==> src/rtl/viterbi_pkg.sv <==
// Shared definitions for the rate-1/2, K=3 (7,5 octal) convolutional code.
// Used by the frame decoder and intended for the matching encoder block.
//   branch_out    : (input bit, encoder state) -> {c0, c1}
//   branch_metric : expected code pair vs. received samples -> summed distance
package viterbi_pkg;

    localparam int unsigned K          = 3;
    localparam int unsigned NSTATES    = 4;
    localparam logic [2:0]  G0         = 3'o7;
    localparam logic [2:0]  G1         = 3'o5;
    localparam int unsigned SOFT_W_MAX = 8;

    // Encoder state {a,b} = {u[t-1], u[t-2]}
    typedef logic [1:0] vstate_t;

    typedef enum logic {
        ST_ACC,
        ST_DRAIN
    } fsm_state_t;

    function automatic logic [1:0] branch_out(input logic u, input vstate_t s);
        logic [2:0] taps;
        taps = {u, s};
        return {^(taps & G0), ^(taps & G1)};
    endfunction

    // Sample 0 means a strong '0'; an expected '1' measures distance from full scale.
    function automatic logic [SOFT_W_MAX:0] branch_metric(
        input logic [1:0]            e,
        input logic [SOFT_W_MAX-1:0] s0,
        input logic [SOFT_W_MAX-1:0] s1,
        input int unsigned           soft_w
    );
        logic [SOFT_W_MAX-1:0] mx;
        logic [SOFT_W_MAX-1:0] d0;
        logic [SOFT_W_MAX-1:0] d1;
        mx = SOFT_W_MAX'((1 << soft_w) - 1);
        d0 = e[1] ? (mx - s0) : s0;
        d1 = e[0] ? (mx - s1) : s1;
        return {1'b0, d0} + {1'b0, d1};
    endfunction

endpackage

==> src/rtl/viterbi_frame_decoder_if.sv <==
// Symbol-in / decoded-bit-out handshake bundle of the frame decoder.
//   sym_valid/sym_ready/sym                      : channel symbol stream
//   out_valid/out_ready/out_bit/out_last/out_metric : decoded bit stream
// master = environment (demodulator + sink), slave = decoder.
interface viterbi_frame_decoder_if #(
    parameter int unsigned SOFT_W   = 1,
    parameter int unsigned METRIC_W = 6
);
    logic                  sym_valid;
    logic                  sym_ready;
    logic [2*SOFT_W-1:0]   sym;
    logic                  out_valid;
    logic                  out_ready;
    logic                  out_bit;
    logic                  out_last;
    logic [METRIC_W-1:0]   out_metric;

    modport master (
        output sym_valid, sym, out_ready,
        input  sym_ready, out_valid, out_bit, out_last, out_metric
    );

    modport slave (
        input  sym_valid, sym, out_ready,
        output sym_ready, out_valid, out_bit, out_last, out_metric
    );
endinterface

==> src/rtl/viterbi_acs.sv <==
// Add-compare-select for one trellis state.
//   pm0_i/bm0_i : metric and branch metric via predecessor with b=0
//   pm1_i/bm1_i : metric and branch metric via predecessor with b=1
//   metric_o    : winning sum, one bit wider than the path metrics
//   dec_o       : 1 when the b=1 predecessor wins (strictly smaller only)
module viterbi_acs #(
    parameter int unsigned METRIC_W = 6,
    parameter int unsigned BM_W     = 2
) (
    input  logic [METRIC_W-1:0] pm0_i,
    input  logic [METRIC_W-1:0] pm1_i,
    input  logic [BM_W-1:0]     bm0_i,
    input  logic [BM_W-1:0]     bm1_i,
    output logic [METRIC_W:0]   metric_o,
    output logic                dec_o
);
    logic [METRIC_W:0] sum0;
    logic [METRIC_W:0] sum1;

    always_comb begin
        sum0     = {1'b0, pm0_i} + (METRIC_W+1)'(bm0_i);
        sum1     = {1'b0, pm1_i} + (METRIC_W+1)'(bm1_i);
        dec_o    = (sum1 < sum0);
        metric_o = dec_o ? sum1 : sum0;
    end
endmodule

==> src/rtl/viterbi_frame_decoder.sv <==
// Frame-based hard/soft Viterbi decoder, rate 1/2, K=3 (7,5), register-exchange survivors.
//   clk   : single clock
//   reset : synchronous, active-low
//   bus   : symbol input and decoded-bit output handshakes (slave side)
// Each frame is INFO_LEN info symbols + 2 tail symbols; after the last tail symbol the
// survivor of state 00 is drained bit by bit, then the decoder re-arms for the next frame.
module viterbi_frame_decoder
    import viterbi_pkg::*;
#(
    parameter int unsigned INFO_LEN = 5,
    parameter int unsigned SOFT_W   = 1,
    parameter int unsigned METRIC_W = 6
) (
    input  logic                    clk,
    input  logic                    reset,
    viterbi_frame_decoder_if.slave  bus
);
    localparam int unsigned FRAME_LEN = INFO_LEN + 2;
    localparam int unsigned STEP_W    = $clog2(FRAME_LEN);
    localparam int unsigned BM_W      = SOFT_W + 1;

    localparam logic [STEP_W-1:0]   LAST_SYM   = STEP_W'(FRAME_LEN - 1);
    localparam logic [STEP_W-1:0]   LAST_BIT   = STEP_W'(INFO_LEN - 1);
    localparam logic [METRIC_W-1:0] INIT_OTHER = METRIC_W'(2 ** (METRIC_W - 2));
    localparam logic [METRIC_W:0]   HALF       = (METRIC_W+1)'(2 ** (METRIC_W - 1));

    fsm_state_t             state_q, state_d;
    logic [STEP_W-1:0]      step_q, step_d;
    logic [METRIC_W-1:0]    metric_q [NSTATES];
    logic [METRIC_W-1:0]    metric_d [NSTATES];
    logic [FRAME_LEN-1:0]   surv_q   [NSTATES];
    logic [FRAME_LEN-1:0]   surv_d   [NSTATES];
    logic [INFO_LEN-1:0]    obuf_q, obuf_d;
    logic [METRIC_W-1:0]    omet_q, omet_d;
    logic                   ovalid_q, ovalid_d;
    logic                   sready_q, sready_d;

    logic [SOFT_W_MAX-1:0]  c0_s;
    logic [SOFT_W_MAX-1:0]  c1_s;
    logic [METRIC_W:0]      acs_metric [NSTATES];
    logic [NSTATES-1:0]     acs_dec;
    logic [METRIC_W-1:0]    new_metric [NSTATES];
    logic [FRAME_LEN-1:0]   new_surv   [NSTATES];
    logic                   norm;

    assign c0_s = SOFT_W_MAX'(bus.sym[2*SOFT_W-1:SOFT_W]);
    assign c1_s = SOFT_W_MAX'(bus.sym[SOFT_W-1:0]);

    // New state {u,a} is reached from {a,0} and {a,1}.
    for (genvar gs = 0; gs < NSTATES; gs++) begin : g_acs
        localparam vstate_t P0 = vstate_t'((gs % 2) * 2);
        localparam vstate_t P1 = vstate_t'((gs % 2) * 2 + 1);
        localparam logic    U  = 1'(gs / 2);

        logic [BM_W-1:0] bm0;
        logic [BM_W-1:0] bm1;

        assign bm0 = BM_W'(branch_metric(branch_out(U, P0), c0_s, c1_s, SOFT_W));
        assign bm1 = BM_W'(branch_metric(branch_out(U, P1), c0_s, c1_s, SOFT_W));

        viterbi_acs #(
            .METRIC_W (METRIC_W),
            .BM_W     (BM_W)
        ) u_acs (
            .pm0_i    (metric_q[P0]),
            .pm1_i    (metric_q[P1]),
            .bm0_i    (bm0),
            .bm1_i    (bm1),
            .metric_o (acs_metric[gs]),
            .dec_o    (acs_dec[gs])
        );
    end

    always_comb begin
        state_d  = state_q;
        step_d   = step_q;
        metric_d = metric_q;
        surv_d   = surv_q;
        obuf_d   = obuf_q;
        omet_d   = omet_q;
        ovalid_d = ovalid_q;

        // Normalise on the wide sums so a metric that just crossed 2^METRIC_W is still seen.
        norm = 1'b1;
        for (int unsigned s = 0; s < NSTATES; s++) begin
            norm = norm & (acs_metric[s] >= HALF);
        end
        for (int unsigned s = 0; s < NSTATES; s++) begin
            vstate_t sv;
            sv             = vstate_t'(s);
            new_metric[s]  = METRIC_W'(acs_metric[s] - (norm ? HALF : '0));
            new_surv[s]    = surv_q[{sv[0], acs_dec[s]}];
            new_surv[s][step_q] = sv[1];
        end

        case (state_q)
            ST_ACC: begin
                if (bus.sym_valid && sready_q) begin
                    metric_d = new_metric;
                    surv_d   = new_surv;
                    if (step_q == LAST_SYM) begin
                        // Tail symbols force the encoder back to 00.
                        obuf_d   = new_surv[0][INFO_LEN-1:0];
                        omet_d   = new_metric[0];
                        ovalid_d = 1'b1;
                        step_d   = '0;
                        state_d  = ST_DRAIN;
                    end else begin
                        step_d = step_q + 1'b1;
                    end
                end
            end
            ST_DRAIN: begin
                if (ovalid_q && bus.out_ready) begin
                    obuf_d = obuf_q >> 1;
                    if (step_q == LAST_BIT) begin
                        ovalid_d = 1'b0;
                        step_d   = '0;
                        state_d  = ST_ACC;
                        for (int unsigned s = 0; s < NSTATES; s++) begin
                            metric_d[s] = (s == 0) ? '0 : INIT_OTHER;
                            surv_d[s]   = '0;
                        end
                    end else begin
                        step_d = step_q + 1'b1;
                    end
                end
            end
            default: state_d = ST_ACC;
        endcase

        // Registered so ready stays low on the cycle the reset is sampled.
        sready_d = (state_d == ST_ACC);
    end

    always_ff @(posedge clk) begin
        if (!reset) begin
            state_q  <= ST_ACC;
            step_q   <= '0;
            obuf_q   <= '0;
            omet_q   <= '0;
            ovalid_q <= 1'b0;
            sready_q <= 1'b0;
            for (int unsigned s = 0; s < NSTATES; s++) begin
                metric_q[s] <= (s == 0) ? '0 : INIT_OTHER;
                surv_q[s]   <= '0;
            end
        end else begin
            state_q  <= state_d;
            step_q   <= step_d;
            metric_q <= metric_d;
            surv_q   <= surv_d;
            obuf_q   <= obuf_d;
            omet_q   <= omet_d;
            ovalid_q <= ovalid_d;
            sready_q <= sready_d;
        end
    end

    assign bus.sym_ready  = sready_q;
    assign bus.out_valid  = ovalid_q;
    assign bus.out_bit    = obuf_q[0];
    assign bus.out_last   = ovalid_q && (step_q == LAST_BIT);
    assign bus.out_metric = omet_q;

endmodule

==> src/flat_wrapper.sv <==
// flat-port wrapper written by rule: the top's interface ports become plain ports
module viterbi_frame_decoder_flat import viterbi_pkg::*;
#(
    parameter int unsigned INFO_LEN = 5,
    parameter int unsigned SOFT_W   = 1,
    parameter int unsigned METRIC_W = 6
)
  (clk, reset, bus_sym_valid, bus_sym, bus_out_ready, bus_sym_ready, bus_out_valid, bus_out_bit, bus_out_last, bus_out_metric);
  viterbi_frame_decoder_if #(.SOFT_W(SOFT_W), .METRIC_W(METRIC_W)) bus_i ();
  input  logic clk;
  input  logic reset;
  input wire logic [$bits(bus_i.sym_valid)-1:0] bus_sym_valid;
  input wire logic [$bits(bus_i.sym)-1:0] bus_sym;
  input wire logic [$bits(bus_i.out_ready)-1:0] bus_out_ready;
  output wire logic [$bits(bus_i.sym_ready)-1:0] bus_sym_ready;
  output wire logic [$bits(bus_i.out_valid)-1:0] bus_out_valid;
  output wire logic [$bits(bus_i.out_bit)-1:0] bus_out_bit;
  output wire logic [$bits(bus_i.out_last)-1:0] bus_out_last;
  output wire logic [$bits(bus_i.out_metric)-1:0] bus_out_metric;
  assign bus_i.sym_valid = bus_sym_valid;
  assign bus_i.sym = bus_sym;
  assign bus_i.out_ready = bus_out_ready;
  assign bus_sym_ready = bus_i.sym_ready;
  assign bus_out_valid = bus_i.out_valid;
  assign bus_out_bit = bus_i.out_bit;
  assign bus_out_last = bus_i.out_last;
  assign bus_out_metric = bus_i.out_metric;
  viterbi_frame_decoder #(.INFO_LEN(INFO_LEN), .SOFT_W(SOFT_W), .METRIC_W(METRIC_W)) u_core (.clk(clk), .reset(reset), .bus(bus_i));
endmodule
==> config.mk <==
export PLATFORM = sky130hd
export DESIGN_NAME = viterbi_frame_decoder_flat
export DESIGN_NICKNAME = d
export VERILOG_FILES = /design/src/rtl/viterbi_pkg.sv /design/src/rtl/viterbi_frame_decoder_if.sv /design/src/rtl/viterbi_acs.sv /design/src/rtl/viterbi_frame_decoder.sv /design/src/flat_wrapper.sv
export SDC_FILE = /design/constraint.sdc
export NUM_CORES = 1
export LEC_CHECK = 0
export BUFFER_PORTS_ARGS = -buffer_cell sky130_fd_sc_hd__buf_2
export CORE_ASPECT_RATIO = 2
export CORE_MARGIN = 2
export CORE_UTILIZATION = 45
export DETAILED_ROUTE_END_ITERATION = 10
export GPL_TIMING_DRIVEN = 0
export SLEW_MARGIN = 20
export SYNTH_ARGS = -nofsm -noshare
export SYNTH_HDL_FRONTEND = slang
export SYNTH_SLANG_ARGS = --single-unit
==> constraint.sdc <==
create_clock -name clk -period 4.05 [get_ports clk]
set_input_delay 0.405 -clock clk [delete_from_list [all_inputs] [get_ports clk]]
set_output_delay 0.405 -clock clk [all_outputs]
set_load 0.02 [all_outputs]
# Word level (Yosys, flattened, before mapping)
# Index checks and enable logic that the tools add are counted.
# classes
n_addsub	19
mul	0
div_mod_pow	0
magnitude_cmp	14
n_eq_ne	6
shifts	0
mux	46
bitwise	14
reduce_logical	9
# op_table
op	count
28-bit 2-to-1 mux	3
7-bit 2-to-1 mux	12
24-bit 2-to-1 mux	3
6-bit by 2-bit adder with 7-bit output	8
7-bit binary-select mux with 2-bit select	4
28-bit case mux with 2 select lines	1
24-bit case mux with 2 select lines	1
7-bit by 6-bit >= comparator with 1-bit output, second input constant	4
7-bit < comparator	4
6-bit subtractor	4
5-bit 2-to-1 mux	3
7-bit AND	2
7-bit OR	2
3-bit >= comparator, second input constant	4
3-bit 2-to-1 mux	4
5-bit case mux with 2 select lines	1
1-bit 2-to-1 mux	9
3-bit AND reduction	3
7-bit inverter	1
3-bit equality test, second input constant	2
6-bit 2-to-1 mux	1
1-bit inverter with 3-bit output	2
2-bit inverter with 3-bit output	2
3-bit case mux with 2 select lines	1
other kinds (17)	27
# word_totals
reg_bits	69
latch_bits	0
ramBits	0
mem_bits_ro	0
input_bits	6
output_inout_bits	10
elab_cells	122
n_memories	0

# Logic depth before layout (Yosys ltp)
# logic_depth
depth_word	13
mapped_depth	18
mapped_depth_nobuf	17

# By module
# From an unflattened synthesis, not the netlist that was laid out.
# hier_totals
cells_unflattened	503
hier_area_um2	4548.1
# by_module_without_submodules
module	instances	cells_each	area_each_um2	seq_area_each_um2
viterbi_frame_decoder	1	255	2581.2	1221.2
viterbi_acs (u_core.g_acs[1].u_acs ...)	2	62	493.0	0.0
viterbi_acs (u_core.g_acs[0].u_acs ...)	2	62	490.5	0.0

# Worst setup path before layout
# Ideal clock, no wire load.
# synth_timing
kind	input port to flip-flop
from	input port bus_sym[0]
to	register u_core.metric_q[11] (netlist bit)
setup_ns	0.062
arrival_ns	4.094
t_required_ns	3.988
slack_ns	-0.106
cell_stages	17
n_path_buf	1
cell_sequence	inv_1 ha_1 inv_1 ha_1 ha_1 a21oi_1 nor2_1 xor2_1 ha_1 and4_1 a21oi_1 nand2_2 mux2_1 or3_1 buf_2 or4_1 nand3_1
# synth_via
elab_chain_cells	13
word_cells_on_any_way	32
classes_between	add/sub: 14; order compare: 8; mux: 7; bitwise: 3
# synth_lines
element	line	text
start: declaration	flat_wrapper.sv:13	input wire logic [$bits(bus_i.sym)-1:0] bus_sym;
1-bit by 1-bit subtractor with 2-bit output	--	
2-bit adder / 1-bit by 2-bit adder with 2-bit output (equally long branches)	viterbi_pkg.sv:40	return {1'b0, d0} + {1'b0, d1};
6-bit by 2-bit adder with 7-bit output	viterbi_acs.sv:22	sum1 = {1'b0, pm1_i} + (METRIC_W+1)'(bm1_i);
7-bit < comparator	viterbi_acs.sv:23	dec_o = (sum1 < sum0);
7-bit 2-to-1 mux	viterbi_acs.sv:24	metric_o = dec_o ? sum1 : sum0;
7-bit by 6-bit >= comparator with 1-bit output	viterbi_frame_decoder.sv:86	norm = norm & (acs_metric[s] >= HALF);
1-bit AND (3 in series)	viterbi_frame_decoder.sv:86	
6-bit 2-to-1 mux	viterbi_frame_decoder.sv:91	new_metric[s] = METRIC_W'(acs_metric[s] - (norm ? HALF : '0));
6-bit subtractor *	viterbi_frame_decoder.sv:91	
24-bit 2-to-1 mux *	viterbi_frame_decoder.sv:98	if (bus.sym_valid && sready_q) begin
24-bit case mux with 2 select lines *	viterbi_frame_decoder.sv:96	case (state_q)
end signal: indexed assignment	viterbi_frame_decoder.sv:145	metric_q[s] <= (s == 0) ? '0 : INIT_OTHER;
end signal: assignment	viterbi_frame_decoder.sv:151	metric_q <= metric_d;
end: declaration	viterbi_frame_decoder.sv:29	logic [METRIC_W-1:0] metric_q [NSTATES];
# Mark *: on every way between the ends. The rest lies on a longest branch, timed or not. The select of a mux whose other input is x is not followed.
# A chain may end at the register's enable or synchronous reset.

# Worst setup path in the final report
# Same ends and word-level chain as after synthesis.

==> impl_metrics.toml <==
[floorplan]
io_pins = 16
core_um2 = 10880
dieArea_um2 = 12020
die_x_um = 78.54
start_util_pct = 45.96
die_h_um = 153.1
num_rows = 54

[cts]
cts_buffer_depth = 2
clk-insertion-delay-late_ns = 0.34
htreeDepth = 3
cts_buffers = 9
clk_pin_slew_ns = 0.06
cts_root_buf = "clkbuf_16"
cts_tree = "built"
cts.sinks = 61

[global_routing]
grt_pass1_wl_mm = 23.62
grt_max_degree = 12
overflow = 0
first_global_vias = 4542
antenna_found_initial = 0
gr-usage-all-layers_pct = 25.63

[power_and_ir_drop]
power_density_nw_per_um2 = 367.8
vdd_drop_max_mv = 0.3828
total_leakage_power_uw = 0.002303

[synthesis]
ys_async_sr_fraction_pct = 0
syn_nets = 658
ys_seq_area_share_pct = 24.42
syn_area_per_cell_um2 = 8.250
synth_edf_count = 0
ys_types = 69
synth_area_um2 = 5000
ys_warn_count = 0
synth-seq-cells = 61
syn_inst = 606
synth_flop_cell = "dfxtp_1"

[worst_setup_path]
r2r_end = "u_core.metric_q[11]"
r2r_start = "u_core.metric_q[13]"
critPathLaunchType = "primary input"
worstPathRequired_ns = 4.32
cp.arrival_ns = 4.20
criticalPathCategory = "in2reg"
regToRegSetupSlack_ns = 0.31
critPathMaxFanout = 7
reg2reg_depth = 15
worstSetupEndpointType = "register"

[placement]
place_hpwl_mm = 11.55
routabilityCongestion = 0.9025
io_buffer_count = 15
place_area_um2 = 5258

[sta]
tightest_slew_ns = 0.8267
hold_viol = 0
max_freq_mhz = 254.7
slew_headroom_pct = 44.46
slew_viol_final = 0
min_period_over_period_pct = 96.96
finClkSkew_ns = 0.004815
fin_crit_ns = 3.927
worst_hold_slack_ns = 0.4309
finalSetupViolCount = 0

[hold_path]
hold-path-endpoint = "u_core.bus.sym_ready"
hp-class = "in2reg"
min_from = "bus_out_ready"
holdPathStages = 3

[detailed_routing]
postRouteAntennaNets = 0
via_per_inst = 5.768
remaining_drc_errors = 0
wl_per_cell_um = 18.88
dr.pass1.iters = 5
drt-total-wl_mm = 15.09
drt_iter0_drc = 263
routed-via-count = 4609

[layout]
final_nets = 706
area_delta_synth_final_pct = 17.74
finish.instance_area_um2 = 5887
n_antenna_cell = 0
drive_gt1_share_pct = 18.82

[status]
status = "finished, final reports clean"

[run]
cap_violations = 0
[kinds of logic (layout without fill, tap and decap cells)]
| family | Yosys count | after routing | synth area share [%] |
|---|---|---|---|
| compound gates | 141 | 141 | 18.84 |
| xor+xnor | 43 | 43 | 7.683 |
| fa+ha+maj | 47 | 47 | 11.79 |
| buf+inv | 56 | 109 | 6.832 |
| flops | 61 | 61 | 24.42 |
| mux | 36 | 36 | 7.508 |
| simple gates | 222 | 222 | 22.92 |
[worst max-delay path by stage]
stage                                     end  cells after the start       start  slack [ns]
after global placement     u_core.metric_q[5]                     18  bus_sym[0]       -0.87
final                     u_core.metric_q[11]                     19  bus_sym[0]        0.12
after global routing      u_core.metric_q[11]                     18  bus_sym[1]       -0.02
after CTS                 u_core.metric_q[17]                     18  bus_sym[0]       0.007
after detailed placement  u_core.metric_q[17]                     18  bus_sym[0]       -0.91
after floorplan           u_core.metric_q[11]                     17  bus_sym[0]       0.006
[per-stage QoR]
stage                     utilization [%]  total power, uW  setup WS [ns]  std cells  TNS [ns]
final                               54.12             2165         0.1232        799         0
after global routing                54.12             2267       -0.02101        799  -0.04095
after CTS                           52.67             2102       0.007472        788         0
after detailed placement            48.33             1319        -0.9062        761    -18.11
after global placement              48.33             1306        -0.8651        761    -15.85
after floorplan                         -             1150       0.006462        606         0
[timing repair]
action	4_1_cts	5_1_grt
gates resized for setup	23	15
buffers inserted	11	11
pin swaps	5	11
hold buffers	0	0
endpoints found under the setup margin	33	14
gates cloned	0	0
hold endpoints to repair	0	0
[layer usage]
layer / up-vias / part of all wire [%] / track usage [%]
met5: - / 0 / 0
met4: 0 / 4.8 / 14.37
met3: 39 / 2.6 / 3.660
met2: 96 / 56 / 49.37
met1: 2223 / 36 / 25.00
li1: 2251 / - / -
[synthesized netlist by cell type, types with 4 or more instances]
master,n,area share (%)
buf_2,4,0.40
and2_1,19,2.4
nand2b_1,5,0.63
nor2b_1,20,2.5
a31oi_1,11,1.4
nor3_1,21,2.1
and3_1,7,0.88
nand3b_1,6,0.90
clkbuf_1,18,1.4
nand2_1,59,4.4
clkbuf_8,7,1.9
nand4_1,9,1.1
xor2_1,16,2.8
o22ai_1,5,0.63
dfxtp_1,61,24
ha_1,46,12
o21ai_1,10,1.0
o211a_1,4,0.80
or3_1,6,0.75
o21ai_0,24,2.4
xnor2_1,26,4.6
inv_1,19,1.4
o41ai_1,5,0.88
mux2_2,7,1.6
a21boi_0,10,1.5
mux2i_1,27,5.4
nand3_1,25,2.5
a21oi_1,40,4.0
nor2_1,31,2.3
[where the power goes]
group / switching, uW / internal [uW]
Combinational: 445 / 332
Sequential: 24.8 / 632
Clock: 286 / 445
[sequential cells by signal, indices dropped and copies added (netlist names)]
register and cells:
u_core.bus.out_valid 1, u_core.metric_q 24, u_core.obuf_q 5, u_core.step_q 3
u_core.surv_q 20, u_core.bus.sym_ready 1, u_core.state_q 1, u_core.bus.out_metric 6
[final cells by class]
| cell class | instances | area (um^2) |
|---|---|---|
| fill | 1053 | 4991 |
| multi-input combinational | 489 | 3621 |
| sequential | 61 | 1221 |
| buffer | 37 | 270.3 |
| clock buffer | 11 | 252.7 |
| timing repair buffer | 37 | 240.2 |
| tap | 140 | 175.2 |
| inverter | 19 | 71.32 |
| clock inverter | 5 | 35.03 |
[worst max-delay path, stage by stage]
cell     delay [ns]
buf_2          0.14
inv_2          0.08
ha_4           0.34
inv_2          0.08
ha_4           0.19
ha_1           0.22
a21oi_4        0.18
xnor2_1        0.17
inv_1          0.07
ha_1           0.29
nand2_1        0.05
o21ai_1        0.21
a31oi_1        0.14
o21ai_2        0.16
mux2_2         0.39
or3_1          0.30
buf_2          0.16
or4_1          0.52
nand3_1        0.08
[layout by cell type, fill, tap and decap left out, drive strengths merged, types with 10 or more instances in the layout]
cell / synthesis / final
buf: 9 / 46
mux2i: 27 / 27
a31oi: 11 / 11
dfxtp: 61 / 61
a21oi: 42 / 42
inv: 19 / 19
and2: 20 / 20
nand2: 60 / 60
nor3: 21 / 21
clkbuf: 27 / 38
ha: 46 / 46
xor2: 17 / 17
xnor2: 26 / 26
nor2b: 21 / 21
a21boi: 10 / 10
nand3: 26 / 26
o21ai: 35 / 35
nor2: 32 / 32
Note: power is estimated with default switching activity, not from simulation.
